$ cat config.mk
export PLATFORM = sky130hd
export DESIGN_NAME = ins_encoder
export DESIGN_NICKNAME = d
export VERILOG_FILES = /design/src/rtl/mips_def_pkg.sv /design/src/rtl/ins_pack.sv /design/src/rtl/ins_encoder.sv
export SDC_FILE = /design/constraint.sdc
export NUM_CORES = 1
export LEC_CHECK = 0
export BUFFER_PORTS_ARGS = -buffer_cell sky130_fd_sc_hd__clkbuf_2
export CAP_MARGIN = 20
export CORE_ASPECT_RATIO = 0.5
export CORE_MARGIN = 5
export CORE_UTILIZATION = 47
export DETAILED_ROUTE_END_ITERATION = 7
export PLACE_DENSITY = 0.77
export SYNTH_ARGS = -nofsm -noshare
export SYNTH_HDL_FRONTEND = slang
export SYNTH_HIERARCHICAL = 1
export SYNTH_SLANG_ARGS = --single-unit
export TNS_END_PERCENT = 1
$ cat constraint.sdc
create_clock -name clk -period 3.7 [get_ports clk]
set_input_delay 0.74 -clock clk [delete_from_list [all_inputs] [get_ports clk]]
set_output_delay 0.74 -clock clk [all_outputs]
set_load 0.02 [all_outputs]
$ cat src/rtl/mips_def_pkg.sv
// Shared MIPS definitions: opcode and function-field constants, the encoder
// mnemonic enumeration and the encoder FSM state type.
package mips_def;

    // Primary opcodes (instruction bits [31:26])
    localparam logic [5:0] OP_RTYPE = 6'h00;
    localparam logic [5:0] OP_J     = 6'h02;
    localparam logic [5:0] OP_JAL   = 6'h03;
    localparam logic [5:0] OP_BEQ   = 6'h04;
    localparam logic [5:0] OP_BNE   = 6'h05;
    localparam logic [5:0] OP_ADDI  = 6'h08;
    localparam logic [5:0] OP_ADDIU = 6'h09;
    localparam logic [5:0] OP_SLTI  = 6'h0A;
    localparam logic [5:0] OP_SLTIU = 6'h0B;
    localparam logic [5:0] OP_ORI   = 6'h0D;
    localparam logic [5:0] OP_XORI  = 6'h0E;
    localparam logic [5:0] OP_LUI   = 6'h0F;
    localparam logic [5:0] OP_LW    = 6'h23;
    localparam logic [5:0] OP_SW    = 6'h2B;

    // R-type function codes (instruction bits [5:0])
    localparam logic [5:0] FUNC_SLL  = 6'h00;
    localparam logic [5:0] FUNC_SRL  = 6'h02;
    localparam logic [5:0] FUNC_SRA  = 6'h03;
    localparam logic [5:0] FUNC_JR   = 6'h08;
    localparam logic [5:0] FUNC_ADD  = 6'h20;
    localparam logic [5:0] FUNC_ADDU = 6'h21;
    localparam logic [5:0] FUNC_SUB  = 6'h22;
    localparam logic [5:0] FUNC_SUBU = 6'h23;
    localparam logic [5:0] FUNC_AND  = 6'h24;
    localparam logic [5:0] FUNC_OR   = 6'h25;
    localparam logic [5:0] FUNC_XOR  = 6'h26;
    localparam logic [5:0] FUNC_NOR  = 6'h27;
    localparam logic [5:0] FUNC_SLT  = 6'h2A;
    localparam logic [5:0] FUNC_SLTU = 6'h2B;

    // Mnemonics accepted by the encoder. Codes 28..31 are unused and are
    // treated as illegal, exactly like INS_NONE.
    typedef enum logic [4:0] {
        INS_NONE  = 5'd0,
        INS_ADD, INS_ADDU, INS_SUB, INS_SUBU, INS_AND, INS_OR, INS_XOR,
        INS_NOR, INS_SLT, INS_SLTU, INS_SLL, INS_SRL, INS_SRA, INS_JR,
        INS_ADDI, INS_ADDIU, INS_ORI, INS_XORI, INS_LUI, INS_LW, INS_SW,
        INS_BEQ, INS_BNE, INS_SLTI, INS_SLTIU,
        INS_J, INS_JAL
    } ins_op_t;

    typedef enum logic [1:0] {
        ST_IDLE  = 2'd0,
        ST_RUN   = 2'd1,
        ST_DRAIN = 2'd2,
        ST_FIN   = 2'd3
    } enc_state_t;

endpackage

$ cat src/rtl/ins_pack.sv
// ins_pack: combinational packing of one instruction descriptor into a
// 32-bit MIPS word.
//   op                         mnemonic
//   rs, rt, rd, shamt          register / shift fields
//   imm                        16-bit immediate
//   addr                       26-bit jump target
//   word                       encoded instruction (0 when illegal)
//   illegal                    op is INS_NONE or outside the enumeration
module ins_pack
    import mips_def::*;
(
    input  ins_op_t     op,
    input  logic [4:0]  rs,
    input  logic [4:0]  rt,
    input  logic [4:0]  rd,
    input  logic [4:0]  shamt,
    input  logic [15:0] imm,
    input  logic [25:0] addr,
    output logic [31:0] word,
    output logic        illegal
);

    logic [5:0] opc;
    logic [5:0] func;
    logic       is_r;
    logic       is_i;
    logic       is_j;
    logic       is_shift;
    logic       is_jr;

    always_comb begin
        opc     = 6'h00;
        func    = 6'h00;
        is_r    = 1'b0;
        is_i    = 1'b0;
        is_j    = 1'b0;
        illegal = 1'b0;
        case (op)
            INS_ADD:   begin is_r = 1'b1; func = FUNC_ADD;  end
            INS_ADDU:  begin is_r = 1'b1; func = FUNC_ADDU; end
            INS_SUB:   begin is_r = 1'b1; func = FUNC_SUB;  end
            INS_SUBU:  begin is_r = 1'b1; func = FUNC_SUBU; end
            INS_AND:   begin is_r = 1'b1; func = FUNC_AND;  end
            INS_OR:    begin is_r = 1'b1; func = FUNC_OR;   end
            INS_XOR:   begin is_r = 1'b1; func = FUNC_XOR;  end
            INS_NOR:   begin is_r = 1'b1; func = FUNC_NOR;  end
            INS_SLT:   begin is_r = 1'b1; func = FUNC_SLT;  end
            INS_SLTU:  begin is_r = 1'b1; func = FUNC_SLTU; end
            INS_SLL:   begin is_r = 1'b1; func = FUNC_SLL;  end
            INS_SRL:   begin is_r = 1'b1; func = FUNC_SRL;  end
            INS_SRA:   begin is_r = 1'b1; func = FUNC_SRA;  end
            INS_JR:    begin is_r = 1'b1; func = FUNC_JR;   end
            INS_ADDI:  begin is_i = 1'b1; opc = OP_ADDI;    end
            INS_ADDIU: begin is_i = 1'b1; opc = OP_ADDIU;   end
            INS_ORI:   begin is_i = 1'b1; opc = OP_ORI;     end
            INS_XORI:  begin is_i = 1'b1; opc = OP_XORI;    end
            INS_LUI:   begin is_i = 1'b1; opc = OP_LUI;     end
            INS_LW:    begin is_i = 1'b1; opc = OP_LW;      end
            INS_SW:    begin is_i = 1'b1; opc = OP_SW;      end
            INS_BEQ:   begin is_i = 1'b1; opc = OP_BEQ;     end
            INS_BNE:   begin is_i = 1'b1; opc = OP_BNE;     end
            INS_SLTI:  begin is_i = 1'b1; opc = OP_SLTI;    end
            INS_SLTIU: begin is_i = 1'b1; opc = OP_SLTIU;   end
            INS_J:     begin is_j = 1'b1; opc = OP_J;       end
            INS_JAL:   begin is_j = 1'b1; opc = OP_JAL;     end
            default:   illegal = 1'b1;
        endcase
    end

    // Shifts take their operand from rt and the amount from shamt, so rs is
    // meaningless; JR only uses rs.
    assign is_shift = (op == INS_SLL) || (op == INS_SRL) || (op == INS_SRA);
    assign is_jr    = (op == INS_JR);

    always_comb begin
        word = 32'h0;
        if (is_r) begin
            word = {OP_RTYPE,
                    is_shift ? 5'd0 : rs,
                    is_jr    ? 5'd0 : rt,
                    is_jr    ? 5'd0 : rd,
                    is_shift ? shamt : 5'd0,
                    func};
        end else if (is_i) begin
            word = {opc, (op == INS_LUI) ? 5'd0 : rs, rt, imm};
        end else if (is_j) begin
            word = {opc, addr};
        end
    end

endmodule

$ cat src/rtl/ins_encoder.sv
// ins_encoder: streams instruction descriptors into encoded words written to
// consecutive word addresses starting at base_addr.
//   clk, rst                  clock, asynchronous active-high reset
//   start, base_addr          begin a load (IDLE only) at base_addr & ~3
//   in_valid/in_ready, in_*   descriptor input; in_last ends the load
//   mem_wr/mem_ready          write output; consumed when both are high
//   mem_addr, mem_wdata       write address / encoded word
//   count                     words written in this load (saturates at DEPTH)
//   done                      one-cycle pulse when the load completes
//   err, ovf                  sticky illegal-op / overflow flags
//   dbg_state                 current FSM state (enc_state_t encoding)
// Handshake: a transfer happens on a rising edge where valid && ready are
// both high; ready may depend on the consumer's ready, never on valid.
module ins_encoder
    import mips_def::*;
#(
    parameter int DEPTH = 1024
) (
    input  logic                         clk,
    input  logic                         rst,
    input  logic                         start,
    input  logic [31:0]                  base_addr,
    input  logic                         in_valid,
    output logic                         in_ready,
    input  ins_op_t                      in_op,
    input  logic [4:0]                   in_rs,
    input  logic [4:0]                   in_rt,
    input  logic [4:0]                   in_rd,
    input  logic [4:0]                   in_shamt,
    input  logic [15:0]                  in_imm,
    input  logic [25:0]                  in_addr,
    input  logic                         in_last,
    output logic                         mem_wr,
    input  logic                         mem_ready,
    output logic [31:0]                  mem_addr,
    output logic [31:0]                  mem_wdata,
    output logic [$clog2(DEPTH+1)-1:0]   count,
    output logic                         done,
    output logic                         err,
    output logic                         ovf,
    output logic [1:0]                   dbg_state
);

    localparam int CW = $clog2(DEPTH + 1);

    enc_state_t  state;
    enc_state_t  state_nx;
    logic [31:0] ptr;
    logic [31:0] word;
    logic        illegal;
    logic        accept;
    logic        full;
    logic        unused_base_bits;

    // Byte-offset bits of the base address are don't-care.
    assign unused_base_bits = ^base_addr[1:0];

    ins_pack u_pack (
        .op      (in_op),
        .rs      (in_rs),
        .rt      (in_rt),
        .rd      (in_rd),
        .shamt   (in_shamt),
        .imm     (in_imm),
        .addr    (in_addr),
        .word    (word),
        .illegal (illegal)
    );

    // The output register frees up on the same edge it is consumed, so a new
    // descriptor can be taken every cycle while mem_ready stays high.
    assign in_ready  = (state == ST_RUN) && (!mem_wr || mem_ready);
    assign accept    = in_valid && in_ready;
    assign full      = (count == CW'(DEPTH));
    assign done      = (state == ST_FIN);
    assign dbg_state = state;

    always_comb begin
        state_nx = state;
        case (state)
            ST_IDLE:  if (start) state_nx = ST_RUN;
            ST_RUN:   if (accept && in_last) state_nx = ST_DRAIN;
            // Leave once the last word is gone or is consumed on this edge.
            ST_DRAIN: if (!mem_wr || mem_ready) state_nx = ST_FIN;
            ST_FIN:   state_nx = ST_IDLE;
            default:  state_nx = ST_IDLE;
        endcase
    end

    always_ff @(posedge clk or posedge rst) begin
        if (rst) begin
            state     <= ST_IDLE;
            mem_wr    <= 1'b0;
            mem_addr  <= 32'h0;
            mem_wdata <= 32'h0;
            ptr       <= 32'h0;
            count     <= '0;
            err       <= 1'b0;
            ovf       <= 1'b0;
        end else begin
            state <= state_nx;
            if (state == ST_IDLE && start) begin
                ptr   <= {base_addr[31:2], 2'b00};
                count <= '0;
                err   <= 1'b0;
                ovf   <= 1'b0;
            end
            if (mem_wr && mem_ready) begin
                mem_wr <= 1'b0;
            end
            // Illegal and overflowing descriptors are consumed but dropped.
            if (accept) begin
                if (illegal) err <= 1'b1;
                if (full)    ovf <= 1'b1;
                if (!illegal && !full) begin
                    mem_wr    <= 1'b1;
                    mem_addr  <= ptr;
                    mem_wdata <= word;
                    ptr       <= ptr + 32'd4;
                    count     <= count + 1'b1;
                end
            end
        end
    end

endmodule

; ---- Yosys cells after proc, flatten, opt, wreduce, memory -nomap -nowiden
; Cells that the tools add are included.
[totals]
regBits = 112
output_inout_bits = 82
word_cells = 94
input_bits = 105
[op_classes]
n_reduce_logical = 18
n_addsub = 2
mux = 32
eq_ne = 34
[op_table]
columns = op, n
row1 = 32-bit two-way mux, 6
row2 = 6-bit case mux with 13 select lines, 2
row3 = 5-bit == test (second input constant), 12
row4 = 5-bit by 4-bit == test with 1-bit output (second input constant), 8
row5 = 11-bit two-way mux, 3
row6 = 32-bit by 3-bit adder with 32-bit output (second input constant), 1
row7 = 27-bit OR reduction, 1
row8 = 5-bit two-way mux, 5
row9 = 5-bit by 3-bit == test with 1-bit output (second input constant), 4
row10 = 14-bit OR reduction, 1
row11 = 1-bit two-way mux, 12
row12 = 11-bit by 1-bit adder with 11-bit output (second input constant), 1
row13 = 11-bit == test (second input constant), 1
row14 = 11-bit OR reduction, 1
row15 = 5-bit by 2-bit == test with 1-bit output (second input constant), 2
row16 = 2-bit case mux with 4 select lines, 1
row17 = 1-bit logical AND, 6
row18 = 2-bit two-way mux, 3
row19 = 5-bit by 1-bit == test with 1-bit output (second input constant), 1
row20 = 2-bit == test (second input constant), 2
row21 = 2-bit inequality test (second input constant), 2
row22 = 1-bit logical OR, 3
row23 = 3-bit AND reduction, 1
row24 = 2-bit by 1-bit == test with 1-bit output (second input constant), 1
row25 = other kinds (5), 6

; ---- Depth between registers and ports, before layout
[logic_depth]
word_depth = 7
depth_mapped = 12
ltp_nobuf = 7

; ---- Hierarchy
; The synthesis kept the hierarchy.
[by_module_without_submodules]
columns = module, seq_area_each_um2, cells_each, area_per_inst_um2, n_inst
row1 = ins_encoder, 2802.7, 593, 5347.6, 1
row2 = ins_pack, 0.0, 141, 887.1, 1

; ---- Worst setup path before layout
; Ideal clock, no wire load.
[synth_path]
path_kind = input -> register
from = input port in_op[1]
to = register mem_addr[7]
path_buffers = 5
path_stages = 12
arrival_time_ns = 2.674
required_time_ns = 3.635
setup_time_ns = 0.065
slack_ns = 0.961
path_cell_list = buf_4 buf_4 nor2_1 a2bb2oi_2 nor2_1 or3_1 buf_4 nor2_4 buf_2 buf_2 nand2_1 nand2_1
[synth_via]
elab_chain_len = 4
word_cells_on_any_way = 30
classes_between = 27 x eq/ne / 3 x reduce/logical
[synth_lines]
columns = element, line
row1 = "start, declared", ins_encoder.sv:25  ; input ins_op_t in_op,
row2 = "5-bit by 1-bit == test with 1-bit output, or another cell as far along", ins_pack.sv:38  ; case (op)
row3 = 27-bit OR reduction (no source line) (*), -
row4 = 1-bit logical AND (*), ins_encoder.sv:115  ; if (!illegal && !full) begin
row5 = 2-bit AND reduction (no source line) (*), -
row6 = "end signal, assigned", ins_encoder.sv:117  ; mem_addr <= ptr;
row7 = "end, declared", ins_encoder.sv:35  ; output logic [31:0] mem_addr,
; Every way passes the cells marked *; elsewhere a longest branch is shown, timed or not.
; A chain may end at the register's enable or synchronous reset.

; ---- Worst setup path in the final report
[layout_path]
from = input port in_op[3]
to = register ptr[22]
[layout_via]
elab_chain_len = 5
word_cells_on_any_way = 31
classes_between = 27 x eq/ne / 2 x mux / 2 x reduce/logical
[layout_lines]
columns = element, line
row1 = "5-bit by 1-bit == test with 1-bit output, or another cell as far along", ins_pack.sv:38
row2 = 27-bit OR reduction (no source line) (*), -
row3 = 1-bit logical AND (*), ins_encoder.sv:115
row4 = 32-bit two-way mux (*), ins_encoder.sv:115
row5 = 32-bit two-way mux (*), ins_encoder.sv:112  ; if (accept) begin
row6 = "end signal, assigned", ins_encoder.sv:103  ; ptr <= {base_addr[31:2], 2'b00};
row7 = "end signal, assigned", ins_encoder.sv:119  ; ptr <= ptr + 32'd4;
row8 = "end, declared", ins_encoder.sv:48  ; logic [31:0] ptr;
; Marked as above.

==> flow_summary.ini <==
[power]
p_clk_share_pct = 17.4
power_density_nw_per_um2 = 730
power.net_switching_uw = 2490
p_int_uw = 3050
comb_power_share_pct = 43.2
power.leakage_uw = 0.00379
p_sw_share_pct = 44.9
seq_power_share_pct = 39.4
peakVddDrop_v = 0.000369

[clock_network]
clkLatencyLatePin_ps = 350
cts_root_buffer = clkbuf_16
cts_resized = 0
clk_pin_slew_worst_paths_ps = 80
ctsHoldBuffers = 0
cts_buffers = 9
cts_setup_buffers = 0
cts_htree_levels = 3
cts_tree = done
numClockSinks = 112
cts_buffer_depth = 2

[yosys]
async_reset_ff_share_pct = 100
synth-main-ff-cell = dfrtp_1
yosysTopAreaCellShare_pct = 45.0
yosys-top-cells-count = nand2_1 (220), dfrtp_1 (112), nor2_1 (48)
syn_nets = 846
yosysSeqAreaShare_pct = 45.0
synth_most_common_cell = nand2_1
yosysUniqueCellTypes = 78
synth.top_cells.by_area = dfrtp_1 (45%), nand2_1 (13%), nor2_1 (2.9%)
synth_top_cell_by_area = dfrtp_1
synth_seq_cells = 112
synthCells = 734
yosysWarnings = 6
netlist_area_um2 = 6230
synth_edf_count = 0
syn_avg_cell_area_um2 = 8.49

[hold_path]
whs_endpoint = mem_addr[1]
min_from = ptr[1]
hp-class = reg2reg
min_path_cells = 2

[layout]
final_area_um2 = 7590
antenna_cells = 0
fillerInstances = 1159
nNetsFinal = 1016
syn_to_final_growth_pct = 21.7
drive_gt1_share_pct = 27.9

[timing]
fin_setup_tns_ps = 0
finalHoldViolCount = 0
setup_slack_ps = 637
report.final.slew_viol_count = 0
skew_ps = 10.1
period_share_pct = 82.8
rsz0062_at_grt = false
min_period_ps = 3060
setup_violations = 0
max_slew_margin_pct = 46.4
fmaxAchievable_mhz = 326
tightest_slew_ps = 804

[detailed_routing]
antenna_left = 0
first_iter_violations = 612
via_per_inst = 5.69
wirelength_um = 18300
wl_per_cell_um = 17.0
drc = 0
firstDrtPassIters = 7
dr_total_vias = 6139

[floorplanning]
num_rows = 29
fp.dieW_um = 173
start_util_pct = 48.7
die_y_um = 91.4
coreArea_um2 = 12800
io_pins = 187
fp.dieArea_um2 = 15800

[critical_path]
cpPeakStageDelay_ps = 660
worst-endpoint-required_ps = 3940
path_buf_inv = 2
reg2regPathDepth = 8
cp-end-kind = flip-flop
startpoint_type = primary input
crit_type = in2reg
r2r_slack_ps = 1250
slowest_stage = or3_1
cpLargestDelayFamily = compound AO/OA/AOI/OAI gates
path_cells = clkbuf_2 -> nand2_1 -> a2bb2oi_2 -> nor2_1 -> or3_1 -> o21ai_4 -> buf_4 -> a21oi_1 -> a311oi_1
r2r_start = dbg_state[1]
arrival_ps = 3310
r2r_end = ptr[21]
cp_max_fo = 11

[place]
finalWeightedCongestion = 0.884
dp_hpwl_um = 13300
place_area_um2 = 7300
dp_slack_ps = 304
port_buffers = 184

[global_route]
grt_pass1_vias = 5956
grt_util_all_layers_pct = 23.1
grt_overflow = 0
grt_pass1_wl_um = 30600
antenna_found_initial = 0
grt_start_max_net_pins = 64

[run]
drv_cap = 0

[run_status]
status = completed
==> sequential cells by signal (all words and copies together) (netlist names) <==
register and flops:
ovf 1, count 11, err 1, dbg_state 2
mem_wdata 32, mem_addr 32, mem_wr 1, ptr 32
==> routing by layer <==
layer	vias up	share of wire [%]	wire [um]	global-route usage (%)
met2	252	47	8640	38.1
met4	0	1.4	255	5.36
met3	29	7.7	1410	5.48
li1	2926	-	-	-
met5	-	0	0	0
met1	2932	44	8010	31.4
==> power by group through the flow <==
stage | logic [uW] | registers (uW) | clock network (uW)
floorplan | 1230 | 2490 | 0
global placement | 2330 | 2160 | 0
detailed placement | 2400 | 2190 | 0
CTS | 2410 | 2170 | 989
global route | 2650 | 2250 | 1040
finish | 2390 | 2180 | 963
==> stage by stage <==
stage	std cells	power (uW)	hold WS (ps)	utilization, %
after floorplan	734	3730	430	-
after detailed placement	1063	4590	453	57.0
after global placement	1063	4490	448	57.0
after CTS	1079	5570	473	59.2
final	1079	5540	469	59.2
after global routing	1079	5950	498	59.2
==> placed cells by master (no fill, tap or decap), types with 6 or more instances in the layout <==
cell | netlist | final
o32ai_1 | 8 | 8
dfrtp_1 | 112 | 112
inv_1 | 20 | 19
o21ai_0 | 29 | 29
ha_1 | 7 | 7
nand4_1 | 10 | 10
and2_1 | 6 | 6
clkbuf_16 | 0 | 9
nor4_1 | 7 | 7
a21oi_1 | 33 | 33
nand2_1 | 220 | 220
or3_1 | 7 | 7
a22o_1 | 10 | 10
nor3_1 | 19 | 19
a211oi_1 | 7 | 7
nand3_1 | 25 | 25
buf_4 | 10 | 19
a22oi_1 | 8 | 8
clkbuf_2 | 1 | 184
nor2_1 | 48 | 48
==> worst register-to-register path, stage by stage, from the launching register on <==
cell	delay [ps]
dfrtp_1	420
inv_1	120
ha_1	180
nand2_1	110
nor3_1	520
nand2_4	290
buf_4	290
o32ai_1	330
nor2_1	70
==> kinds of logic after synthesis <==
logic type	count (synthesis)	share of synthesized area, %
simple gates	383	29.0
compound gates	157	18.0
flops	112	45.0
buf+inv	67	5.54
fa+ha+maj	7	1.40
xor+xnor	5	0.702
mux	2	0.321
other cells	1	0.0601
==> layout make-up <==
class                           count  area [um^2]  share of cell area (%)
Inverter                           21         81.3                    1.07
Clock inverter                      6         52.6                   0.693
Timing Repair Buffer              205         1100                    14.5
Sequential cell                   112         2800                    36.9
Multi-Input combinational cell    555         3100                    40.8
Tap cell                          170          213                    2.80
Clock buffer                       10          239                    3.15
==> worst max-delay path by stage <==
stage | from | end | slack, ps | cells after the start
2_1_floorplan | rst | count[0] | 1 | 1
3_5_place_dp | in_op[3] | ptr[22] | 300 | 9
6_report | in_op[3] | ptr[22] | 640 | 9
5_1_grt | in_op[3] | ptr[22] | 460 | 9
3_3_place_gp | in_op[3] | ptr[17] | 380 | 9
4_1_cts | in_op[3] | ptr[22] | 680 | 9
Note: power is estimated with default switching activity, not from simulation.
